<file path="src/rtl/data_pipe_1ton.sv">
// data_pipe_1ton: packs NSIZE narrow beats (first beat in the top slice) into one wide word,
// buffered by a 2-entry first-word-fall-through queue. Optional early flush: DATA_PIPE_1TON_LAST_EN.
module data_pipe_1ton #(
   parameter int DSIZE = 1,
   parameter int NSIZE = 8
) (
   input  logic                   clock,
   input  logic                   rst,
   input  logic [DSIZE-1:0]       wr_data,
   input  logic                   wr_vld,
`ifdef DATA_PIPE_1TON_LAST_EN
   input  logic                   wr_last,
   output logic [NSIZE-1:0]       rd_keep,
`endif
   output logic                   wr_ready,
   output logic [DSIZE*NSIZE-1:0] rd_data,
   output logic                   rd_vld,
   input  logic                   rd_ready
);
   localparam int W  = DSIZE * NSIZE;
   localparam int PW = (NSIZE > 1) ? $clog2(NSIZE) : 1;
   localparam logic [PW-1:0] PTR_TOP = PW'(NSIZE - 1);

   logic [PW-1:0] ptr_r;
   logic [W-1:0]  acc_r;
   logic [W-1:0]  q0_data_r;
   logic [W-1:0]  q1_data_r;
   logic [1:0]    cnt_r;
   logic          vld_r;
   logic [W-1:0]  word_s;
   logic          last_s;
   logic          complete_s;
   logic          wr_fire_s;
   logic          push_s;
   logic          pop_s;

`ifdef DATA_PIPE_1TON_LAST_EN
   logic [NSIZE-1:0] q0_keep_r;
   logic [NSIZE-1:0] q1_keep_r;
   logic [NSIZE-1:0] keep_s;

   assign last_s  = wr_last;
   assign rd_keep = q0_keep_r;

   // Keep mask: every slice at or above the current pointer holds a received beat
   always_comb begin
      keep_s = '0;
      for (int i = 0; i < NSIZE; i++) begin
         keep_s[i] = (i >= int'(ptr_r)) ? 1'b1 : 1'b0;
      end
   end
`else
   assign last_s = 1'b0;
`endif

   assign complete_s = (ptr_r == '0) || last_s;
   // A completing beat needs a free queue slot; other beats only touch the accumulator
   assign wr_ready   = !rst && (!complete_s || (cnt_r < 2'd2));
   assign wr_fire_s  = wr_vld && wr_ready;
   assign push_s     = wr_fire_s && complete_s;
   assign pop_s      = vld_r && rd_ready;
   assign rd_data    = q0_data_r;
   assign rd_vld     = vld_r;

   // Accumulator with the incoming beat merged into its slice
   always_comb begin
      word_s = acc_r;
      word_s[DSIZE*int'(ptr_r) +: DSIZE] = wr_data;
   end

   // Slice pointer and partial-word accumulator
   always_ff @(posedge clock) begin
      if (rst) begin
         ptr_r <= PTR_TOP;
         acc_r <= '0;
      end else if (wr_fire_s) begin
         if (complete_s) begin
            ptr_r <= PTR_TOP;
            acc_r <= '0;
         end else begin
            ptr_r <= ptr_r - PW'(1);
            acc_r <= word_s;
         end
      end else begin
         ptr_r <= ptr_r;
         acc_r <= acc_r;
      end
   end

   // Output queue; the unused tail is held at zero so an empty head reads as zero
   always_ff @(posedge clock) begin
      if (rst) begin
         q0_data_r <= '0;
         q1_data_r <= '0;
         cnt_r     <= 2'd0;
         vld_r     <= 1'b0;
`ifdef DATA_PIPE_1TON_LAST_EN
         q0_keep_r <= '0;
         q1_keep_r <= '0;
`endif
      end else begin
         case ({push_s, pop_s})
            2'b10: begin
               if (cnt_r == 2'd0) begin
                  q0_data_r <= word_s;
`ifdef DATA_PIPE_1TON_LAST_EN
                  q0_keep_r <= keep_s;
`endif
               end else begin
                  q1_data_r <= word_s;
`ifdef DATA_PIPE_1TON_LAST_EN
                  q1_keep_r <= keep_s;
`endif
               end
               cnt_r <= cnt_r + 2'd1;
               vld_r <= 1'b1;
            end
            2'b01: begin
               q0_data_r <= q1_data_r;
               q1_data_r <= '0;
`ifdef DATA_PIPE_1TON_LAST_EN
               q0_keep_r <= q1_keep_r;
               q1_keep_r <= '0;
`endif
               cnt_r <= cnt_r - 2'd1;
               vld_r <= (cnt_r == 2'd2);
            end
            2'b11: begin
               // Only reachable with one entry: the head is replaced, occupancy unchanged
               q0_data_r <= word_s;
`ifdef DATA_PIPE_1TON_LAST_EN
               q0_keep_r <= keep_s;
`endif
            end
            default: begin
               cnt_r <= cnt_r;
               vld_r <= vld_r;
            end
         endcase
      end
   end
endmodule

</file>
<file path="config.mk">
export PLATFORM = sky130hd
export DESIGN_NAME = data_pipe_1ton
export DESIGN_NICKNAME = d
export VERILOG_FILES = /design/src/rtl/data_pipe_1ton.sv
export SDC_FILE = /design/constraint.sdc
export NUM_CORES = 1
export LEC_CHECK = 0
export ABC_CLOCK_PERIOD_IN_PS = 5240
export CORE_MARGIN = 2
export CORE_UTILIZATION = 43
export CTS_BUF_LIST = sky130_fd_sc_hd__clkbuf_16
export DETAILED_ROUTE_END_ITERATION = 16
export PLACE_DENSITY_LB_ADDON = 0.3
export SYNTH_ARGS = -nofsm -noshare
export SYNTH_HDL_FRONTEND = slang
export SYNTH_SLANG_ARGS = --single-unit
</file>
<file path="constraint.sdc">
create_clock -name clock -period 5.24 [get_ports clock]
set_clock_uncertainty 0.1 [all_clocks]
set_input_delay 0.786 -clock clock [delete_from_list [all_inputs] [get_ports clock]]
set_output_delay 0.786 -clock clock [all_outputs]
set_load 0.05 [all_outputs]
</file>
==> metrics <==
Power Dens Cells 295 mW/mm^2; Pre-antenna DRT Iters 4; DRT iter0 DRCs 71; Net count, final 204; clock power share 0.497; Rows 22; drt wl/cell 15.0 um; Most used DFF post-synth dfxtp_1; Antenna diodes 0; Setup Viol. Count Final 0; Clk Latency, worst-skew pair 0.27 ns; Critical Path Fanout Max 21; Worst Hold Class flop to flop; most common cell after layout, fill and taps aside dfxtp_1; Req. time, crit path 5.32 ns; asr flop ratio synth 0; switching pwr between 0.1 and 0.15 mW; CP Data Arrival Time 3.59 ns; TritonCTS buffer count 5; Yosys cell types 38; post-route ant nets 0; Worst Setup Start Kind input port; Period Utilization, post-route 0.670; dpl cell area 0.00173 sq mm; clock slew at reported path FFs roughly 0.050 ns; FMAX 0.285 GHz; drt via density 5.86; post-synthesis instance total 180; maximum clock insertion buffer count 2; first-pass GRT wire length 5980 um; DRC viols 0; Comb pwr share 0.077; Fin. Hold Viols 0; largest net degree at the start of global routing 22; Root Driver clkbuf_16; #FFs+latches synth 30; Die Footprint 0.00421 sq mm; Int Pwr 0.418 mW; sw frac 0.242; final worst path period need between 3 and 4 ns; Static Leak roughly 0.67 nW; Syn Nets 195; syn_area_per_cell 8.85 sq um; Seq/Total Area, Yosys 0.377; final max-slew violation count 0; initial antenna violation count 0; Non-Filler Cell Area, Final 0.00187 sq mm; gr ovfl total 0; Core Region 0.00361 sq mm; crit end category flop; status completed; top cell type's share of synthesized area 0.377; vias in the first global route between 1000 and 1500; CTS tree built; # resized after CTS 0; synth top area cells dfxtp_1 (38%), ha_1 (7.9%), nand3_1 (7.9%); setup TNS 0 ns; most frequent cells in the layout dfxtp_1 (30), nand3_1 (25), clkdlybuf4s50_1 (14), nand2_1 (12); Flop pwr share 0.426; synth warn 0; Detailed Place HPWL approximately 2600 um; share of cells above drive strength 1 0.0947; Starting Density 0.442; Place WS 1.46 ns; routed wire length 3570 um; via count 1394; unrepaired setup endpoints after global routing no; kind of critical path input port to flop; synthesized area 0.00159 sq mm; MaxCap Viol Count 0; worst setup margin ~1.7 ns; GRT Util Overall 0.187; clk sinks 30; Slew @ Worst Pin between 0.9 and 1 ns; Layout area overhead 17.4%; hold_buf cts 0; die span in y ~65 um; postcts setup bufs 0; chip width 64.9 um; max_slew headroom 0.380; Ports 15; port bufs 14; Placer Congestion 0.822; Yosys top cell by area dfxtp_1; number of flops mapped to enable cells by yosys 0; H-Tree Level Count 2; VDD IR max 177 uV
==> synth_stat cells (3+ instances only) <==
library cell	count
a21oi_1	8
a32oi_1	3
buf_2	4
clkbuf_1	6
dfxtp_1	30
ha_1	10
inv_1	7
nand2_1	12
nand2b_1	3
nand3_1	25
nor2_1	10
o21ai_0	5
o21ai_1	8
o221ai_2	8
o2bb2ai_1	8
or3_1	3
==> critical path: stages <==
cell and delay [ns]:
clkdlybuf4s50_1 0.67, inv_2 0.24, nand4b_1 0.22, inv_1 0.06, ha_1 0.20, o21ai_2 0.07, nand2b_1 0.40, or3_1 0.68
o221ai_2 0.25
==> layout make-up <==
cell class | count | area (sq um)
Fill cell | 343 | 1740
Clock buffer | 5 | 125
Multi-Input combinational cell | 130 | 897
Sequential cell | 30 | 601
Timing Repair Buffer | 14 | 140
Clock inverter | 3 | 16.3
Tap cell | 48 | 60.1
Inverter | 8 | 30.0
==> per-stage QoR <==
| stage | total power, mW | hold slack [ns] | std cells | util |
|---|---|---|---|---|
| 2_1_floorplan | 0.269 | 0.324 | 180 | - |
| 3_3_place_gp | 0.279 | 0.333 | 230 | 0.479 |
| 4_1_cts | 0.554 | 0.343 | 238 | 0.518 |
| 3_5_place_dp | 0.280 | 0.336 | 230 | 0.479 |
| 6_report | 0.551 | 0.339 | 238 | 0.518 |
| 5_1_grt | 0.568 | 0.357 | 238 | 0.518 |
==> cell families (layout without fill, tap and decap cells) <==
| group | count (synthesis) | after routing | share of synthesized area |
|---|---|---|---|
| DFF | 30 | 30 | 0.377 |
| and+or+nand+nor | 66 | 66 | 0.211 |
| muxes | 1 | 1 | 0.00628 |
| buffers and inverters | 20 | 30 | 0.0597 |
| xor gates and xnor gates | 3 | 3 | 0.0165 |
| AOI/OAI and AO/OA | 50 | 50 | 0.251 |
| adders and majority gates | 10 | 10 | 0.0786 |
==> power by group through the flow <==
| stage | clock (mW) | sequential [mW] | combinational [mW] |
|---|---|---|---|
| after global placement | 0 | 0.239 | 0.0396 |
| after detailed placement | 0 | 0.239 | 0.0413 |
| after CTS | 0.278 | 0.234 | 0.0415 |
| final | 0.274 | 0.235 | 0.0423 |
| after global routing | 0.287 | 0.235 | 0.0461 |
| after floorplan | 0 | 0.237 | 0.0315 |
==> flip-flops by register name (all words and copies together), names as in the netlist <==
name and count:
cnt_r 2, ptr_r 3, acc_r 8, rd_data 8, q1_data_r 8, rd_vld 1
==> final timing paths <==
path	from	endpoint	slack, ns	cells after the start
max	rst	rd_data[6]	1.73	9
min	acc_r[0]	acc_r[0]	0.34	1
max reg2reg	ptr_r[0]	rd_data[6]	1.96	10
min reg2reg	acc_r[0]	acc_r[0]	0.34	1
==> per-layer routing <==
metal | vias to the layer above | share of wire | GRT usage
met5 | - | 0 | 0
met4 | 0 | 0.023 | 0.0771
met3 | 8 | 0.041 | 0.0590
met2 | 33 | 0.47 | 0.309
met1 | 672 | 0.46 | 0.222
li1 | 681 | - | -
Power figures use the tool's default switching activity.
